`src/rtl/wireframe_scanout_pkg.sv`:
```
// Shared display-timing constants and the colour type for the wireframe framebuffer.
// Standard 640x480@60 porch and sync widths live here next to the framebuffer geometry.
package wireframe_scanout_pkg;

  localparam int WIDTH               = 640;
  localparam int HEIGHT              = 480;
  localparam int WIREFRAME_ADDR_SIZE = 19;

  localparam int H_FP   = 16;
  localparam int H_SYNC = 96;
  localparam int H_BP   = 48;
  localparam int V_FP   = 10;
  localparam int V_SYNC = 2;
  localparam int V_BP   = 33;

  localparam int H_TOTAL = WIDTH + H_FP + H_SYNC + H_BP;
  localparam int V_TOTAL = HEIGHT + V_FP + V_SYNC + V_BP;

  typedef logic [23:0] Color;

  localparam Color COLOR_BLACK = 24'h000000;

  // Blanking always shows black regardless of the stored bit.
  function automatic Color pixel_color(input logic vis, input logic px_bit,
                                       input Color fg, input Color bg);
    Color c;
    c = COLOR_BLACK;
    if (vis) begin
      c = px_bit ? fg : bg;
    end
    return c;
  endfunction

endpackage

```
`src/rtl/wireframe_scanout_vga_timing_gen.sv`:
```
// Horizontal/vertical raster counters with sync, active-region and frame-position decode.
// Counters only move on i_tick; i_clr parks them at the origin.
module wireframe_scanout_vga_timing_gen
  import wireframe_scanout_pkg::*;
#(
  parameter int H_ACTIVE = WIDTH,
  parameter int H_FP     = wireframe_scanout_pkg::H_FP,
  parameter int H_SYNC   = wireframe_scanout_pkg::H_SYNC,
  parameter int H_BP     = wireframe_scanout_pkg::H_BP,
  parameter int V_ACTIVE = HEIGHT,
  parameter int V_FP     = wireframe_scanout_pkg::V_FP,
  parameter int V_SYNC   = wireframe_scanout_pkg::V_SYNC,
  parameter int V_BP     = wireframe_scanout_pkg::V_BP
) (
  input  logic i_clk,
  input  logic i_n_rst,
  input  logic i_clr,
  input  logic i_tick,
  output logic o_active,
  output logic o_hsync_n,
  output logic o_vsync_n,
  output logic o_origin,
  output logic o_frame_last
);

  localparam int H_TOT = H_ACTIVE + H_FP + H_SYNC + H_BP;
  localparam int V_TOT = V_ACTIVE + V_FP + V_SYNC + V_BP;
  localparam int HW    = $clog2(H_TOT);
  localparam int VW    = $clog2(V_TOT);

  localparam logic [HW-1:0] H_LAST    = HW'(H_TOT - 1);
  localparam logic [VW-1:0] V_LAST    = VW'(V_TOT - 1);
  localparam logic [HW-1:0] H_ACT_END = HW'(H_ACTIVE);
  localparam logic [VW-1:0] V_ACT_END = VW'(V_ACTIVE);
  localparam logic [HW-1:0] HS_START  = HW'(H_ACTIVE + H_FP);
  localparam logic [HW-1:0] HS_END    = HW'(H_ACTIVE + H_FP + H_SYNC);
  localparam logic [VW-1:0] VS_START  = VW'(V_ACTIVE + V_FP);
  localparam logic [VW-1:0] VS_END    = VW'(V_ACTIVE + V_FP + V_SYNC);

  logic [HW-1:0] r_h_cnt;
  logic [VW-1:0] r_v_cnt;
  logic          w_h_last;
  logic          w_v_last;

  assign w_h_last = (r_h_cnt == H_LAST);
  assign w_v_last = (r_v_cnt == V_LAST);

  always_ff @(posedge i_clk or negedge i_n_rst) begin
    if (!i_n_rst) begin
      r_h_cnt <= '0;
      r_v_cnt <= '0;
    end else if (i_clr) begin
      r_h_cnt <= '0;
      r_v_cnt <= '0;
    end else if (i_tick) begin
      if (w_h_last) begin
        r_h_cnt <= '0;
        r_v_cnt <= w_v_last ? '0 : r_v_cnt + VW'(1);
      end else begin
        r_h_cnt <= r_h_cnt + HW'(1);
      end
    end
  end

  assign o_active     = (r_h_cnt < H_ACT_END) && (r_v_cnt < V_ACT_END);
  assign o_hsync_n    = !((r_h_cnt >= HS_START) && (r_h_cnt < HS_END));
  assign o_vsync_n    = !((r_v_cnt >= VS_START) && (r_v_cnt < VS_END));
  assign o_origin     = (r_h_cnt == '0) && (r_v_cnt == '0);
  assign o_frame_last = w_h_last && w_v_last;

endmodule

```
`src/rtl/wireframe_scanout.sv`:
```
// Framebuffer reader: raster-order 1-bit reads, colour mapping and registered display outputs.
// Stage 0 issues the read and captures the timing decode; stage 1 drives the pins.
module wireframe_scanout
  import wireframe_scanout_pkg::*;
#(
  parameter int H_ACTIVE = WIDTH,
  parameter int H_FP     = wireframe_scanout_pkg::H_FP,
  parameter int H_SYNC   = wireframe_scanout_pkg::H_SYNC,
  parameter int H_BP     = wireframe_scanout_pkg::H_BP,
  parameter int V_ACTIVE = HEIGHT,
  parameter int V_FP     = wireframe_scanout_pkg::V_FP,
  parameter int V_SYNC   = wireframe_scanout_pkg::V_SYNC,
  parameter int V_BP     = wireframe_scanout_pkg::V_BP,
  parameter int ADDR_W   = WIREFRAME_ADDR_SIZE
) (
  input  logic              clk,
  input  logic              n_rst,
  input  logic              enable,
  input  logic              px_en,
  input  Color              fg_color,
  input  Color              bg_color,
  output logic              rd_en,
  output logic [ADDR_W-1:0] rd_addr,
  input  logic              rd_data,
  output Color              rgb,
  output logic              de,
  output logic              hsync,
  output logic              vsync,
  output logic              frame_start
);

  logic              r_run;
  logic              w_clr;
  logic              w_tick;
  logic              w_active;
  logic              w_hsync_n;
  logic              w_vsync_n;
  logic              w_origin;
  logic              w_frame_last;

  logic [ADDR_W-1:0] r_addr;
  logic              r_wrapped;
  logic              r_de_p0;
  logic              r_hsync_p0;
  logic              r_vsync_p0;
  logic              r_fs_p0;

  Color              r_rgb_p1;
  logic              r_de_p1;
  logic              r_hsync_p1;
  logic              r_vsync_p1;
  logic              r_fs_p1;

  // r_run delays the start by one clk so the counters are known to sit at the origin.
  assign w_clr  = ~enable;
  assign w_tick = r_run & enable & px_en;

  wireframe_scanout_vga_timing_gen #(
    .H_ACTIVE (H_ACTIVE),
    .H_FP     (H_FP),
    .H_SYNC   (H_SYNC),
    .H_BP     (H_BP),
    .V_ACTIVE (V_ACTIVE),
    .V_FP     (V_FP),
    .V_SYNC   (V_SYNC),
    .V_BP     (V_BP)
  ) u_timing (
    .i_clk        (clk),
    .i_n_rst      (n_rst),
    .i_clr        (w_clr),
    .i_tick       (w_tick),
    .o_active     (w_active),
    .o_hsync_n    (w_hsync_n),
    .o_vsync_n    (w_vsync_n),
    .o_origin     (w_origin),
    .o_frame_last (w_frame_last)
  );

  always_ff @(posedge clk or negedge n_rst) begin
    if (!n_rst) begin
      r_run <= 1'b0;
    end else begin
      r_run <= enable;
    end
  end

  // Stage 0: read request for the current counter position, decode captured alongside it.
  assign rd_en   = w_tick & w_active;
  assign rd_addr = r_addr;

  always_ff @(posedge clk or negedge n_rst) begin
    if (!n_rst) begin
      r_addr     <= '0;
      r_wrapped  <= 1'b0;
      r_de_p0    <= 1'b0;
      r_hsync_p0 <= 1'b1;
      r_vsync_p0 <= 1'b1;
      r_fs_p0    <= 1'b0;
    end else if (!enable) begin
      r_addr     <= '0;
      r_wrapped  <= 1'b0;
      r_de_p0    <= 1'b0;
      r_hsync_p0 <= 1'b1;
      r_vsync_p0 <= 1'b1;
      r_fs_p0    <= 1'b0;
    end else if (w_tick) begin
      r_de_p0    <= w_active;
      r_hsync_p0 <= w_hsync_n;
      r_vsync_p0 <= w_vsync_n;
      r_fs_p0    <= w_origin & r_wrapped;
      if (w_frame_last) begin
        r_addr    <= '0;
        r_wrapped <= 1'b1;
      end else if (w_active) begin
        r_addr <= r_addr + ADDR_W'(1);
      end
    end
  end

  // Stage 1: rd_data from the stage-0 read is valid here; colours are sampled now.
  always_ff @(posedge clk or negedge n_rst) begin
    if (!n_rst) begin
      r_rgb_p1   <= COLOR_BLACK;
      r_de_p1    <= 1'b0;
      r_hsync_p1 <= 1'b1;
      r_vsync_p1 <= 1'b1;
      r_fs_p1    <= 1'b0;
    end else if (!enable) begin
      r_rgb_p1   <= COLOR_BLACK;
      r_de_p1    <= 1'b0;
      r_hsync_p1 <= 1'b1;
      r_vsync_p1 <= 1'b1;
      r_fs_p1    <= 1'b0;
    end else if (w_tick) begin
      r_rgb_p1   <= pixel_color(r_de_p0, rd_data, fg_color, bg_color);
      r_de_p1    <= r_de_p0;
      r_hsync_p1 <= r_hsync_p0;
      r_vsync_p1 <= r_vsync_p0;
      r_fs_p1    <= r_fs_p0;
    end else begin
      r_fs_p1 <= 1'b0;
    end
  end

  assign rgb         = r_rgb_p1;
  assign de          = r_de_p1;
  assign hsync       = r_hsync_p1;
  assign vsync       = r_vsync_p1;
  assign frame_start = r_fs_p1;

endmodule

```
`config.mk`:
```
export PLATFORM = sky130hd
export DESIGN_NAME = wireframe_scanout
export DESIGN_NICKNAME = d
export VERILOG_FILES = /design/src/rtl/wireframe_scanout_pkg.sv /design/src/rtl/wireframe_scanout_vga_timing_gen.sv /design/src/rtl/wireframe_scanout.sv
export SDC_FILE = /design/constraint.sdc
export NUM_CORES = 1
export LEC_CHECK = 0
export CORE_MARGIN = 8
export CORE_UTILIZATION = 44
export DETAILED_ROUTE_END_ITERATION = 7
export PLACE_DENSITY = 0.79
export SKIP_CTS_REPAIR_TIMING = 1
export SLEW_MARGIN = 5
export SYNTH_ARGS = -nofsm -noshare
export SYNTH_HDL_FRONTEND = slang
export SYNTH_SLANG_ARGS = --single-unit
```
`constraint.sdc`:
```
create_clock -name clk -period 2.09 [get_ports clk]
set_clock_uncertainty 0.1 [all_clocks]
set_input_delay 0.418 -clock clk [delete_from_list [all_inputs] [get_ports clk]]
set_output_delay 0.418 -clock clk [all_outputs]
set_load 0.05 [all_outputs]
```
=== Word-level counts from Yosys, hierarchy flattened ===
Cells that the tools add are included.

* Bits of input ports: 53
* Flip-flop bits (word level): 73
* Word-level logic and storage cells: 79
* Output and inout bits: 48

* Add/sub/neg operators: 3
* Reduce and logical (&&, ||, !) cells: 12
* Order comparisons: 6
* Equality and inequality tests: 6
* Multiplexer cells: 34
* Bitwise gates (word level): 4

{| class="wikitable"
|+ Operators with widths
! cell !! count
|-
| 2-to-1 mux 24 bit || 4
|-
| 2-to-1 mux 19 bit || 4
|-
| 2-to-1 mux 10 bit || 7
|-
| adder 10 x 1 -> 10 bit, second input constant || 2
|-
| equality test 10 bit, second input constant || 2
|-
| logical NOT 10 bit || 2
|-
| < comparator 10 bit, second input constant || 2
|-
| < comparator 10 x 9 -> 1 bit, second input constant || 2
|-
| adder 19 x 1 -> 19 bit, second input constant || 1
|-
| 2-to-1 mux 1 bit || 19
|-
| >= comparator 10 bit, second input constant || 1
|-
| >= comparator 10 x 9 -> 1 bit, second input constant || 1
|-
| inequality test 2 x 1 -> 1 bit, second input constant || 3
|-
| AND reduction 2 bit || 3
|-
| logical AND 1 bit || 5
|-
| bitwise AND 1 bit || 4
|-
| inequality test 3 x 1 -> 1 bit, second input constant || 1
|-
| logical NOT 1 bit || 2
|}

=== Logic depth before layout (Yosys ltp) ===
* Word-level depth: 6
* Depth in mapped cells: 7
* Depth with buffers taken out: 7

=== By module ===
Synthesis repeated with hierarchy kept, for this count alone.

* Cells, all modules: 398
* Area total of the unflattened synthesis: 3906.2 sq um

{| class="wikitable"
|+ By module, submodules not included
! module !! cells an instance !! seq. area each (sq um) !! area an instance (sq um) !! times used
|-
| wireframe_scanout || 263 || 1331.3 || 2603.7 || 1
|-
| wireframe_scanout_vga_timing_gen || 135 || 500.5 || 1302.5 || 1
|}

=== Least setup slack after synthesis ===
Ideal clock, no wire load.

* Path type: reg-to-reg
* Start: register r_addr[1], in the netlist rd_addr[1]
* End: register r_addr[16], in the netlist rd_addr[16]
* Clock period less this slack: 2180 ps
* Path buffers: 0
* Data required time: 1865 ps
* Path slack: -90 ps
* Cell stages (with the launch flop): 7
* Data arrival time: 1954 ps
* Path through: dfrtp_1 -> ha_1 -> nand3_1 -> nor4_1 -> nand2_1 -> or3b_2 -> nand3_1

* Longest elaborated chain between the ends: 5

{| class="wikitable"
|+ Ends and longest elaborated chain
! item !! RTL line !! RTL
|-
| start, declared || wireframe_scanout.sv:41 || <nowiki>logic [ADDR_W-1:0] r_addr;</nowiki>
|-
| start signal, assigned || wireframe_scanout.sv:115 || <nowiki>r_addr <= r_addr + ADDR_W'(1);</nowiki>
|-
| adder 19 x 1 -> 19 bit || wireframe_scanout.sv:115 ||
|-
| 2-to-1 mux 19 bit || wireframe_scanout.sv:114 || <nowiki>end else if (w_active) begin</nowiki>
|-
| 2-to-1 mux 19 bit || wireframe_scanout.sv:111 || <nowiki>if (w_frame_last) begin</nowiki>
|-
| 2-to-1 mux 19 bit || wireframe_scanout.sv:106 || <nowiki>end else if (w_tick) begin</nowiki>
|-
| 2-to-1 mux 19 bit || wireframe_scanout.sv:99 || <nowiki>end else if (!enable) begin</nowiki>
|}

No other way between the ends. The select of a mux whose other input is x is not followed.
A chain may end at the register's enable or synchronous reset.

=== Worst setup path after layout ===
* Start: register u_timing.r_v_cnt[5]
* End: output rd_en

* Longest elaborated chain between the ends: 3

{| class="wikitable"
|+ Ends and longest elaborated chain
! item !! RTL line !! RTL
|-
| start, declared || wireframe_scanout_vga_timing_gen.sv:41 || <nowiki>logic [VW-1:0] r_v_cnt;</nowiki>
|-
| start signal, assigned || wireframe_scanout_vga_timing_gen.sv:58 || <nowiki>r_v_cnt <= w_v_last ? '0 : r_v_cnt + VW'(1);</nowiki>
|-
| < comparator 10 x 9 -> 1 bit || wireframe_scanout_vga_timing_gen.sv:65 || <nowiki>assign o_active = (r_h_cnt < H_ACT_END) && (r_v_cnt < V_ACT_END);</nowiki>
|-
| logical AND 1 bit || wireframe_scanout_vga_timing_gen.sv:65 ||
|-
| bitwise AND 1 bit || wireframe_scanout.sv:88 || <nowiki>assign rd_en = w_tick & w_active;</nowiki>
|-
| end, declared || wireframe_scanout.sv:22 || <nowiki>output logic rd_en,</nowiki>
|}

No other way between the ends.

==> flow_summary.ini <==
[layout]
nNetsFinal = 600
final_cells = 652
syn2layout_area_growth_pct = 45.71
final_cell_mix = clkdlybuf4s50_1, nand2_1, dfrtp_1, buf_4, nor2_1
drive_above_1_share_pct = 20.11
final_common_cell = clkdlybuf4s50_1
antenna_cells = 0
fillCellCount = 623
final_area_um2 = 5480

[setup_path]
start_kind = register
required_ns = 1.57
cp-end-kind = output port
cp.arrival_ns = 1.55
cp_max_fo = 5
crit_type = reg2out

[timing]
worst_slew_pin_slew_ns = 0.5435
hold_viol = 0
slew_headroom_pct = 63.66
tns_ns = 0
rsz0062_at_grt = true
period_needed_ns = 2.065
fmax_ghz = 0.4842
setup_viol = 0
period_share_pct = 98.82
maxSlewViolCount = 0

[power]
p_leak_nw = 2.532
peakVddDrop_v = 0.0003393
p_per_area_nw_per_um2 = 567.0

[logic_synthesis]
async_reset_ff_share_pct = 100.0
yosys_warnings = 0
syn-cell-area_um2 = 3761
ys_ff_latch = 73
synth_area_leaders = dfrtp_1, nand2_1, mux2i_1
synthXorXnorAreaFrac_pct = 3.959
synthMuxAreaShare_pct = 6.687
synthesis.nets = 458
post-synth-top-area-cell = dfrtp_1
synth_edf_count = 0
synth_top_area_share_pct = 45.91
synth_cell_types = 50
yosysSeqAreaShare_pct = 48.70
yosys.area_share.adder_pct = 1.663
avgSynthCellArea_um2 = 9.403
syn_inst = 400
synth_compound_area_share_pct = 12.64
yosys.area_share.simple_pct = 22.85
synth_ff_type = dfrtp_1
synth_top_family_by_area = simple AND/OR/NAND/NOR gates

[clock_tree]
cts.sinks = 73
htreeDepth = 3
cts_buffer_depth = 2
cts.clk_slew.worst_paths_ns = 0.08
cts_tree = yes
worstSkewPairLatency_ns = 0.34
cts-root-buf = clkbuf_8
cts_buffers = 9

[floorplan]
rows = 33
core_area_um2 = 8258
fp.dieW_um = 108.5
boundaryPins = 101
dieHeight_um = 108.5
initial_core_util_pct = 45.55
fp.dieArea_um2 = 11760

[place]
placed_cell_area_um2 = 5172
portBuffers = 100
dp_cells = 633
dp_hpwl_mm = 8.199
place_congestion = 0.8691

[run]
maxCapViolations = 0

[global_routing]
antenna_found_initial = 0
grt_first_pass_wirelength_mm = 17.53
grt_max_degree = 32
grt-ovfl-total = 0
grt_pass1_vias = 3577
gr-usage-all-layers_pct = 18.28

[drt]
wl_per_cell_um = 16.68
first_iter_violations = 249
viasPerCell = 5.489
drt-total-wl_mm = 10.88
vias = 3579
ant_nets = 0
drc = 0
first_pass_iters = 4

[hold_path]
holdCritPathClass = in2reg

[status]
status = finished clean
[worst max-delay path, cell delays in order (launching register included)]
cell,delay [ns]
dfrtp_1,0.41
buf_6,0.14
nand4_1,0.16
and4b_2,0.34
buf_12,0.16
[final timing paths]
path | cells past startpoint | slack, ns | start | to
max | 4 | 0.02 | u_timing.r_v_cnt[5] | rd_en
min | 2 | 0.38 | enable | r_run
max reg2reg | 6 | 0.09 | u_timing.r_h_cnt[7] | rd_addr[11]
min reg2reg | 2 | 0.38 | rgb[12] | rgb[12]
max in group asynchronous | 3 | 0.87 | n_rst | rd_addr[6]
min in group asynchronous | 2 | 0.45 | n_rst | rgb[3]
[per-stage QoR]
step	setup slack (ns)	power [W]	utilization (%)	hold slack (ns)
detailed placement	-0.2183	0.001894	62.64	0.2767
floorplan	-0.01486	0.001654	-	0.02241
global route	-0.04212	0.003213	66.36	0.3796
global placement	-0.1940	0.001884	62.64	0.2727
finish	0.02473	0.003107	66.36	0.3792
CTS	-0.1843	0.003119	65.30	-0.09416
[where the power goes]
group / switching, W / internal, W / leakage [nW]
Sequential: 0.0000178 / 0.00143 / 0.992
Clock: 0.000531 / 0.000704 / 0.113
Combinational: 0.000219 / 0.000203 / 1.43
Total: 0.000767 / 0.00234 / 2.53
[registers in the layout (all words and copies together), names as in the netlist]
name / count
de: 1
frame_start: 1
hsync: 1
r_de_p0: 1
r_fs_p0: 1
r_hsync_p0: 1
r_run: 1
r_vsync_p0: 1
r_wrapped: 1
rd_addr: 19
rgb: 24
u_timing.r_h_cnt: 10
u_timing.r_v_cnt: 10
vsync: 1
[cell families (layout without fill, tap and decap cells)]
| family | count (synthesis) | in the layout |
|---|---|---|
| buffers and inverters | 30 | 177 |
| XOR/XNOR | 17 | 17 |
| multiplexers | 25 | 25 |
| adder cells (fa/ha/maj) | 5 | 5 |
| AND/OR/NAND/NOR | 173 | 173 |
| AO/OA/AOI/OAI | 77 | 77 |
| flip-flops | 73 | 73 |
[routing by layer]
| metal | vias up | global-route usage, % | share of wire, % |
|---|---|---|---|
| met1 | 1732 | 22.01 | 41 |
| met3 | 12 | 4.283 | 7.2 |
| met4 | 0 | 5.474 | 1.2 |
| li1 | 1698 | - | - |
| met2 | 137 | 31.69 | 50 |
| met5 | - | 0 | 0 |
[layout make-up]
type	instances	area, um^2	share of cell area (%)
inverters	11	41.29	0.7534
well taps	105	131.4	2.397
repair buffers	150	1404	25.62
clock buffers	11	141.4	2.580
flip-flops and latches	73	1837	33.52
multi-input cells	297	1847	33.70
clock inverters	5	78.83	1.438
[synthesized netlist by cell type (2+ instances only)]
master / count
o21ai_0: 35
inv_1: 11
or3_1: 2
nor3_1: 4
ha_1: 5
nand4_1: 14
xnor2_1: 2
and2_1: 4
nor4_1: 6
nand2_1: 66
and3_1: 9
a41oi_1: 2
a31oi_1: 14
nor2_1: 39
xor2_1: 15
nor4b_1: 2
and4b_1: 3
nand3_1: 12
mux2i_1: 24
buf_2: 3
nand4b_1: 2
dfrtp_1: 69
clkbuf_1: 13
a21oi_1: 12
dfstp_2: 4
nor2b_1: 3
buf_4: 2
No activity file was read; power rests on OpenSTA's default activity.
